[config.mk]
export PLATFORM = sky130hd
export DESIGN_NAME = keycode_sequencer
export DESIGN_NICKNAME = d
export VERILOG_FILES = /design/src/rtl/keycode_sequencer.sv
export SDC_FILE = /design/constraint.sdc
export NUM_CORES = 1
export LEC_CHECK = 0
export CAP_MARGIN = 0
export CORE_ASPECT_RATIO = 0.8
export CORE_MARGIN = 4
export CORE_UTILIZATION = 35
export DETAILED_ROUTE_END_ITERATION = 12
export SYNTH_ARGS = -nofsm -noshare
export SYNTH_HDL_FRONTEND = slang
export SYNTH_SLANG_ARGS = --single-unit
[constraint.sdc]
create_clock -name Clk -period 2.6 [get_ports Clk]
set_input_delay 0.26 -clock Clk [delete_from_list [all_inputs] [get_ports Clk]]
set_output_delay 0.26 -clock Clk [all_outputs]
set_load 0.01 [all_outputs]
[src/rtl/keycode_sequencer.sv]
// keycode_sequencer: replays a fixed 12-key cheat sequence on the game keycode bus, paced by frame ticks
module keycode_sequencer #(
  parameter int HOLD_FRAMES = 2,
  parameter int GAP_FRAMES  = 1
) (
  input  logic       Clk,
  input  logic       Reset,
  input  logic       game_frame_clk_rising_edge,
  input  logic       start,
  input  logic       abort,
  input  logic [7:0] keycode_in,
  output logic [7:0] keycode_out,
  output logic       busy,
  output logic       done,
  output logic [3:0] step
);
  typedef enum logic [1:0] {IDLE, PRESS, GAP, DONE} state_t;
  state_t     state;
  logic [3:0] cnt;
  logic [7:0] key;
  function automatic logic [7:0] key_at(input logic [3:0] i);
    case (i)
      4'd0, 4'd1:   key_at = 8'd82;
      4'd2, 4'd3:   key_at = 8'd81;
      4'd4, 4'd6:   key_at = 8'd80;
      4'd5, 4'd7:   key_at = 8'd79;
      4'd8, 4'd10:  key_at = 8'd29;
      default:      key_at = 8'd27;
    endcase
  endfunction
  // live keyboard passes through whenever playback is not driving the bus
  assign keycode_out = busy ? key : keycode_in;
  // playback state machine; busy, done, step and the driven key are registered alongside the state
  always_ff @(posedge Clk or posedge Reset) begin
    if (Reset) begin
      state <= IDLE;
      cnt   <= '0;
      step  <= '0;
      busy  <= 1'b0;
      done  <= 1'b0;
      key   <= '0;
    end else begin
      done <= 1'b0;
      case (state)
        IDLE: if (start && !abort) begin
          state <= PRESS;
          cnt   <= '0;
          step  <= '0;
          busy  <= 1'b1;
          key   <= key_at(4'd0);
        end
        PRESS: if (abort) begin
          state <= IDLE;
          cnt   <= '0;
          step  <= '0;
          busy  <= 1'b0;
        end else if (game_frame_clk_rising_edge) begin
          if (cnt == 4'(HOLD_FRAMES - 1)) begin
            state <= GAP;
            cnt   <= '0;
            key   <= '0;
          end else cnt <= cnt + 4'd1;
        end
        GAP: if (abort) begin
          state <= IDLE;
          cnt   <= '0;
          step  <= '0;
          busy  <= 1'b0;
        end else if (game_frame_clk_rising_edge) begin
          if (cnt == 4'(GAP_FRAMES - 1)) begin
            cnt <= '0;
            if (step == 4'd11) begin
              state <= DONE;
              done  <= 1'b1;
            end else begin
              state <= PRESS;
              step  <= step + 4'd1;
              key   <= key_at(step + 4'd1);
            end
          end else cnt <= cnt + 4'd1;
        end
        default: begin
          state <= IDLE;
          cnt   <= '0;
          step  <= '0;
          busy  <= 1'b0;
        end
      endcase
    end
  end
endmodule

Yosys cells after proc, flatten, opt, wreduce, memory -nomap -nowiden
Memories as Yosys holds them, arrays and structs flattened.
Index checks and enable logic that the tools add are counted.

operators by class
  bitwise operators = 0
  equality and inequality tests = 19
  shift-type cells = 0
  order comparisons = 0
  multiply operators = 0
  div/mod/pow operators = 0
  reduce and logical (&&, ||, !) cells = 11
  muxes and demuxes = 41
  add/subtract/negate cells = 2

operators by type and width
  operator                                                                  count
  8-bit two-way mux                                                         9
  4-bit two-way mux                                                         12
  4-bit one-hot mux with 3 select lines                                     2
  8-bit one-hot mux with 3 select lines                                     1
  2-bit inequality test (second input constant)                             9
  2-bit two-way mux                                                         8
  3-bit inequality test (second input constant)                             5
  5-bit AND reduction                                                       2
  9-bit AND reduction                                                       1
  4-bit by 1-bit adder with 4-bit output (second input constant)            2
  1-bit two-way mux                                                         7
  2-bit one-hot mux with 3 select lines                                     1
  4-bit by 1-bit == test with 1-bit output (second input constant)          1
  4-bit == test (second input constant)                                     1
  4-bit logical NOT                                                         1
  3-bit AND reduction                                                       1
  3-bit nonzero test                                                        1
  2-bit by 1-bit == test with 1-bit output (second input constant)          1
  2-bit == test (second input constant)                                     1
  2-bit logical NOT                                                         1
  2-bit by 1-bit inequality test with 1-bit output (second input constant)  1
  1-bit one-hot mux with 2 select lines                                     1
  2-bit AND reduction                                                       1
  2-bit OR reduction                                                        1
  2 further kinds                                                           2

word-level totals
  output and inout port bits = 14
  latch bits = 0
  memory bits (read-only) = 96
  flip-flop bits (word level) = 20
  input bits = 13
  memories = 1
  word-level logic and storage cells = 80
  bits in writable memories = 0

memories
  memory            depth  width  read ports  clocked after Yosys merged registers in  write ports  line  text
  (name not given)  16     6      1           0                                        0            22    case (i)

Longest topological paths before layout
An unclocked memory read counts as a cell.

  depth after elaboration = 7
  gate-level depth with buffers = 7
  depth with buffers taken out = 6

Worst setup path before layout
No wires, ideal clock.

  kind = register to register
  from = reg state[0]
  to = reg key[3]
  data arrival time = 2.051 ns
  library setup time = 0.125 ns
  clock period less this slack = 2.177 ns
  stages on the path, launching flop included = 8
  slack = 0.423 ns
  path buffers = 1
  required time = 2.475 ns
  cell sequence = dfrtp_1 -> inv_1 -> ha_1 -> nor2b_1 -> or4_4 -> or3_1 -> buf_6 -> mux2_4

between the ends
  cells in the longest elaborated chain, start to end = 3
  elaborated cells on any way between the ends = 14
  classes of those cells = eq/ne (10); mux (1); reduce/logical (3)

RTL lines
  element                                                                       line  text
  from (decl)                                                                   18    state_t state;
  from (signal assigned)                                                        36    state <= IDLE;
  from (signal assigned)                                                        46    state <= PRESS;
  from (signal assigned)                                                        53    state <= IDLE;
  2-bit == test (tied with other cells)                                         44    case (state)
  2-bit inequality test (no source line) or 3-bit nonzero test (tied branches)  --
  9-bit AND reduction (no source line)                                          --
  to (signal assigned)                                                          50    key <= key_at(4'd0);
  to (signal assigned)                                                          78    key <= key_at(step + 4'd1);
  to (decl)                                                                     20    logic [7:0] key;

Several ways; a longest one is shown, not always the timed one.
A chain may end at the register's enable or synchronous reset.

Worst setup path after layout
  from = reg state[1]
  to = reg key[3]

Same word-level chain as after synthesis.

==> impl_metrics.tcl <==
set metrics [dict create \
    max_stage_delay_ns 0.52 \
    synthArstFlopShare_pct 100.0 \
    yosysWarnings 0 \
    area_growth_pct 27.31 \
    netlist-cell-type-count 44 \
    cp.required_ns 2.75 \
    max_freq_mhz 425.4 \
    clk_pin_slew_worst_paths_ns 0.07 \
    grt_max_degree 19 \
    grt_setup_unrepaired "false" \
    synth_top_area_share_pct 33.90 \
    coreArea_um2 3542 \
    place_inst 212 \
    worst_pin_slew_ns 0.7078 \
    nFillCells 326 \
    drt_iter0_drc 129 \
    cts_hold_buf 0 \
    clk_latency_ns 0.26 \
    final_cell_area_um2 1692 \
    finalHoldViolations 0 \
    synth_nets 167 \
    diodes 0 \
    grt_antenna_before_repair 0 \
    drv_slew 0 \
    final_common_cell "clkdlybuf4s50_1" \
    ioPinCount 27 \
    worstSetupEndpointType "register" \
    cp_max_fo 8 \
    vias 1194 \
    routedWlPerCell_um 14.85 \
    place.detailed.hpwl_mm 2.475 \
    routed_wl_mm 3.208 \
    finClkSkew_ns 0.001637 \
    grt.overflow.total 0 \
    regArea_um2 450.4 \
    synth-xor-area-share_pct 1.318 \
    io_buffers 26 \
    arrival_ns 2.50 \
    holdWs_ns 0.4152 \
    floorplan.initialDensity_pct 37.51 \
    die_w_um 76.89 \
    die_area_um2 4853 \
    fin_util_pct 47.76 \
    peakVddDrop_v 0.0005599 \
    cellPowerDensity_nw_per_um2 919.8 \
    multiInputGateArea_um2 798.3 \
    min_path_type "primary input to asynchronous set/reset pin" \
    final_cell_mix "clkdlybuf4s50_1 (26), dfrtp_1 (18), inv_1 (14)" \
    finalNetCount 196 \
    grt_pass1_vias 1079 \
    leakage_uw 0.0007486 \
    clock_path_buffers 2 \
    synthFlopType "dfrtp_1" \
    synth_area_leaders "dfrtp_1 (34%), ha_1 (7.5%), mux2_2 (5.9%)" \
    cts_tree "yes" \
    final_cell_count_no_fill 216 \
    netlist_area_um2 1329 \
    drt-vias-per-instance 5.528 \
    outcome "finished, final reports clean" \
    cts_buffers 3 \
    cts_max_level 1 \
    drt_pass1_iterations 4 \
    drive_above_1_share_pct 13.22 \
    ctsResizeCount 0 \
    synth_edf_count 0 \
    syn_area_per_cell_um2 9.101 \
    grt_pass1_wl_mm 5.416 \
    setup_viol 0 \
    setup_tns_ns 0 \
    crit_type "register to register" \
    drc_errors 0 \
    synthAdderAreaFrac_pct 7.533 \
    dpl_cell_area_um2 1637 \
    cts_root_buf "clkbuf_8" \
    gp_congestion 0.8440 \
    fin_crit_sh_pct 90.41 \
    worstPathCellList "inv_1, ha_1, nor2b_4, or4_4, or3_1, mux2_4" \
    clock_sinks 18 \
    slew_headroom_pct 52.76 \
    yosys-mux-area-fraction_pct 9.699 \
    fin_crit_ns 2.351 \
    synth_top_family_by_area "compound AO/OA/AOI/OAI gates" \
    synth-seq-cells 18 \
    r2r_slack_ns 0.25 \
    synth_compound_area_share_pct 21.28 \
    grtUsageTotal_pct 13.66 \
    crit_family "simple AND/OR/NAND/NOR gates" \
    placementRows 19 \
    startpoint_type "register" \
    synth-simple-area-share_pct 20.24 \
    yosys.area.top_type "dfrtp_1" \
    drtAntennaViolNets 0 \
    cts_setup_buffers 0 \
    drv_cap 0 \
    synth_seq_area_share_pct 33.90 \
    die_h_um 63.11 \
    syn_inst 146 \
    slowest_stage "or4_4" \
    critical_path_buf_inv_count 1 \
]
## metal layers
layer / GRT usage [%] / vias to the layer above / routed length, um
li1: - / 586 / -
met1: 19.49 / 569 / 1588
met2: 20.33 / 35 / 1362
met3: 4.131 / 4 / 232
met4: 2.715 / 0 / 24
met5: 0 / - / 0
## synth_stat cells, types with 3 or more instances
cell / count
nand2b_1: 6
a21o_1: 5
o21ai_0: 4
nand2_1: 11
a2bb2oi_1: 3
nor2b_1: 5
ha_1: 8
dfrtp_1: 18
nand3_1: 5
mux2_2: 7
inv_1: 14
clkbuf_1: 3
nor2_1: 6
a21oi_1: 12
or3_1: 3
## area by class of cell
cell class / instances / area share, %
inverter: 14 / 3.107
clock buffer: 4 / 3.254
tap: 42 / 3.107
timing repair buffer: 29 / 16.72
multi-input combinational: 109 / 47.19
sequential: 18 / 26.63
## power breakdown
group / switching (uW) / internal [uW] / total, uW
Clock: 102 / 135 / 236
Combinational: 463 / 440 / 903
Sequential: 68.3 / 348 / 417
## state kept, by name (all words and copies together) (netlist names)
| register | flops |
|---|---|
| busy | 1 |
| cnt | 4 |
| done | 1 |
| key | 6 |
| state | 2 |
| step | 4 |
## path summary, 6_finish.rpt
path | from | endpoint | cells past startpoint
max in group asynchronous | Reset | done | 2
min in group Clk | key[4] | key[4] | 1
hold / removal | Reset | cnt[3] | 2
hold reg to reg | key[4] | key[4] | 1
setup / recovery | state[1] | key[3] | 6
setup reg to reg | state[1] | key[3] | 6
## cell families (layout without fill, tap and decap cells)
| logic type | count (synthesis) | in the layout |
|---|---|---|
| muxes | 11 | 11 |
| AOI/OAI and AO/OA | 41 | 41 |
| adders and majority gates | 8 | 8 |
| DFF | 18 | 18 |
| buffers and inverters | 19 | 47 |
| and+or+nand+nor | 47 | 47 |
| xor gates and xnor gates | 2 | 2 |
## stage by stage
| step | worst slack [ns] | power [uW] |
|---|---|---|
| after global routing | 0.1400 | 1672 |
| after global placement | 0.3478 | 1298 |
| after floorplan | 0.4234 | 1080 |
| final | 0.2493 | 1556 |
| after detailed placement | 0.2566 | 1321 |
| after CTS | 0.2442 | 1561 |
Power figures use the tool's default switching activity.
==> RTL change 1, RTL diff (config.mk and constraints unchanged) <==
Make the reset (`Reset`) synchronous in one clocked block.
--- a/src/rtl/keycode_sequencer.sv
+++ b/src/rtl/keycode_sequencer.sv
@@ -33,3 +33,3 @@
   // playback state machine; busy, done, step and the driven key are registered alongside the state
-  always_ff @(posedge Clk or posedge Reset) begin
+  always_ff @(posedge Clk) begin
     if (Reset) begin
Formal check against the unedited RTL: differs if Reset is asserted again (counterexample within 4 cycles, from zero or initial values and one cycle with Reset high); with Reset held inactive, the same outputs for 10 cycles.
==> RTL change 1 against the original RTL <==
  * Area after synthesis is 3.3% higher
  * Final area is 0.67% higher
  * Worst setup slack better by 0.25 ns
  * Count of clock-buffer cells in the layout stayed put
  * Sequential cell count stayed put
  * Via count is 2.9% higher
  * Wire length is 2.1% higher
Power is not compared: it rests on default switching activity, and its combinational part moved more than twofold at a synthesized area within 25%.
==> RTL change 1: results <==
[run_status]
outcome = finished, final reports clean

[final_layout]
seq-cell-share_pct = 21.2
final-nonclk-buf-share_pct = 15.3
multi_input_area_share_pct = 54.1
nets = 209
n_fill_cell = 369

[grt]
grt_pass1_wl_mm = 5.56
grt_pass1_vias = 1112
grt_max_degree = 21
grt.total_usage_pct = 13.8

[timing]
finClkSkew_ns = 0.00299
relSlewSlack_pct = 49.2
period_needed_ns = 2.10

[worst_setup_path]
slowest_stage = dfxtp_1
cp_max_fo = 12
r2r-start = state[0]

[detailed_routing]
viasPerCell = 5.08
drtIter0Drc = 66

[synth]
yosysUniqueCellTypes = 49
synthArstFlopShare_pct = 0
yosys-top-cells-count = dfxtp_1, nor2_1, nand2_1
ys_top_cells_by_area = dfxtp_1, ha_1, mux2_2
synth_xor_area_share_pct = 0.638
yosys_most_used_dff = dfxtp_1
synth_fa_ha_area_share_pct = 7.29
synth_fp_nets = 188

[place]
gp_congestion = 0.836

[min_path]
worstHoldPathType = reg -> reg
[RTL change 1: metal layers]
layer  vias to the layer above  share of wire (%)  GRT usage, %
li1                        630                  -             -
met4                         0                1.5          4.59
met5                         -                  0             0
met3                         4                4.9          3.10
met1                       560                 51          20.0
met2                        35                 43          20.1
[RTL change 1: through the flow]
stage	instances	area, um2	hold WS [ns]	total power [W]
5_1_grt	242	1700	0.492	0.00104
6_report	242	1700	0.488	0.000970
4_1_cts	242	1700	0.481	0.000983
3_3_place_gp	238	1650	0.459	0.000741
3_5_place_dp	238	1650	0.469	0.000748
2_1_floorplan	167	1370	0.428	0.000643
[RTL change 1: how the worst min path moves through the flow]
stage,start,endpoint,depth (start not counted)
2_1_floorplan,key[2],key[2],2
3_3_place_gp,key[2],key[2],2
3_5_place_dp,key[2],key[2],2
4_1_cts,key[2],key[2],2
5_1_grt,key[2],key[2],2
6_report,key[2],key[2],2
==> RTL change 2, RTL diff (same settings) <==
Made on the original files. Re-encode `state_t` (4 states) as one-hot, 4 bits wide.
--- a/src/rtl/keycode_sequencer.sv
+++ b/src/rtl/keycode_sequencer.sv
@@ -16,3 +16,3 @@
 );
-  typedef enum logic [1:0] {IDLE, PRESS, GAP, DONE} state_t;
+  typedef enum logic [3:0] {IDLE = 4'b0001, PRESS = 4'b0010, GAP = 4'b0100, DONE = 4'b1000} state_t;
   state_t     state;
Behaviour: no difference found for any inputs over 10 cycles, from zero or initial values and one cycle with Reset high; not proved beyond that.
==> RTL change 2 against the original RTL <==
  * Power shrank 26%
  * Wire length grew 7.7%
  * Area after synthesis grew 11%
  * Worst setup slack gained 0.19 ns
  * Clock skew grew 0.0034 ns
  * Final area grew 6.3%
  * Sequential cell count grew 2
  * Utilization shrank 2.0 points
  * Critical endpoint is now key[0]
==> RTL change 2: results <==
[run_status]
outcome = finished, final reports clean

[synth]
synth_fp_nets = 175
ys_seq_area_share_pct = 34.1
yosysMostFrequentCell = dfrtp_1
syn_avg_cell_area_um2 = 9.30
yosysUniqueCellTypes = 51
ys_top_cells_by_area = dfrtp_1, mux2_2, nand2_1
yosys-top-cells-count = dfrtp_1, nand2_1, inv_1

[grt]
grt.total_usage_pct = 14.5
grt_pass1_vias = 1232
grt_pass1_wl_mm = 5.98
grt_max_degree = 21

[final_layout]
antenna_cells = 0
n_fill_cell = 391
nets = 195

[detailed_routing]
wl_met1_mm = 1.70
wl_mm = 3.45
highest_layer = met4
drtIter0Drc = 98
wl_met3_um = 207
viasPerCell = 5.44
num_vias = 1261

[timing]
finClkSkew_ns = 0.00502
tightest_slew_ns = 0.755

[worst_setup_path]
slowest_stage = nor3b_2
cp.arrival_ns = 2.31
cp_max_fo = 8

[cts]
h-tree-depth = 1
clk_pin_slew_ns = 0.07
insertion_delay_ns = 0.26

[place]
pre_cts_ws_ns = 0.337
gp_congestion = 0.849
placed_cells = 228
dpl.hpwl_mm = 2.65

[power]
internal-power_w = 0.000769
ir_worst_vdd_mv = 0.212
leakagePower_nw = 0.727
RTL change 2: final cells by class:
class | count | area, um2 | share of cell area (%)
Multi-Input combinational cell | 115 | 860 | 47.8
Sequential cell | 20 | 502 | 27.9
Timing Repair Buffer | 28 | 275 | 15.3
Tap cell | 55 | 68.8 | 3.83
Clock buffer | 4 | 55.1 | 3.06
Inverter | 10 | 37.5 | 2.09
RTL change 2: worst paths after layout:
check | startpoint | cells past startpoint | slack (ns) | endpoint
hold / removal | Reset | 2 | 0.43 | key[3]
min in group Clk | key[3] | 1 | 0.51 | key[3]
max in group asynchronous | Reset | 2 | 1.70 | cnt[1]
setup / recovery | cnt[0] | 6 | 0.44 | key[0]
setup reg to reg | cnt[0] | 6 | 0.44 | key[0]
hold reg to reg | key[3] | 1 | 0.51 | key[3]
RTL change 2: cells by family (layout without fill, tap and decap cells):
kind of cell | count (synthesis) | count (layout) | share of synthesized area [%]
compound gates | 41 | 41 | 23.2
simple gates | 59 | 59 | 24.0
mux | 9 | 9 | 6.72
xor+xnor | 2 | 2 | 1.19
flops | 20 | 20 | 34.1
fa+ha+maj | 4 | 4 | 3.40
buf+inv | 23 | 42 | 7.40
RTL change 2: power groups by stage:
stage	clock network [W]	logic, W	registers, W
floorplan	0	0.000364	0.000384
global placement	0	0.000472	0.000428
detailed placement	0	0.000482	0.000436
CTS	0.000245	0.000483	0.000429
global route	0.000258	0.000528	0.000440
finish	0.000237	0.000480	0.000428
RTL change 2: metal layers:
metal	vias up	track usage, %
met1	601	19.9
met2	33	22.5
met3	2	3.68
li1	625	-
met5	-	0
met4	0	3.80
RTL change 2: worst max-delay path: cells and delay by family (launching register included):
kind | cells | cell delay [ns]
buffers and inverters | 1 | 0.08
adders and majority gates | 1 | 0.13
AOI/OAI and AO/OA | 2 | 0.41
and+or+nand+nor | 2 | 1.00
DFF | 1 | 0.44
RTL change 2: through the flow:
step | instance area, um2 | hold WS (ns) | util, %
final | 1800 | 0.429 | 45.8
after global routing | 1800 | 0.512 | 45.8
after CTS | 1800 | 0.462 | 45.8
after detailed placement | 1740 | 0.501 | 44.4
after global placement | 1740 | 0.484 | 44.4
after floorplan | 1470 | 0.223 | -
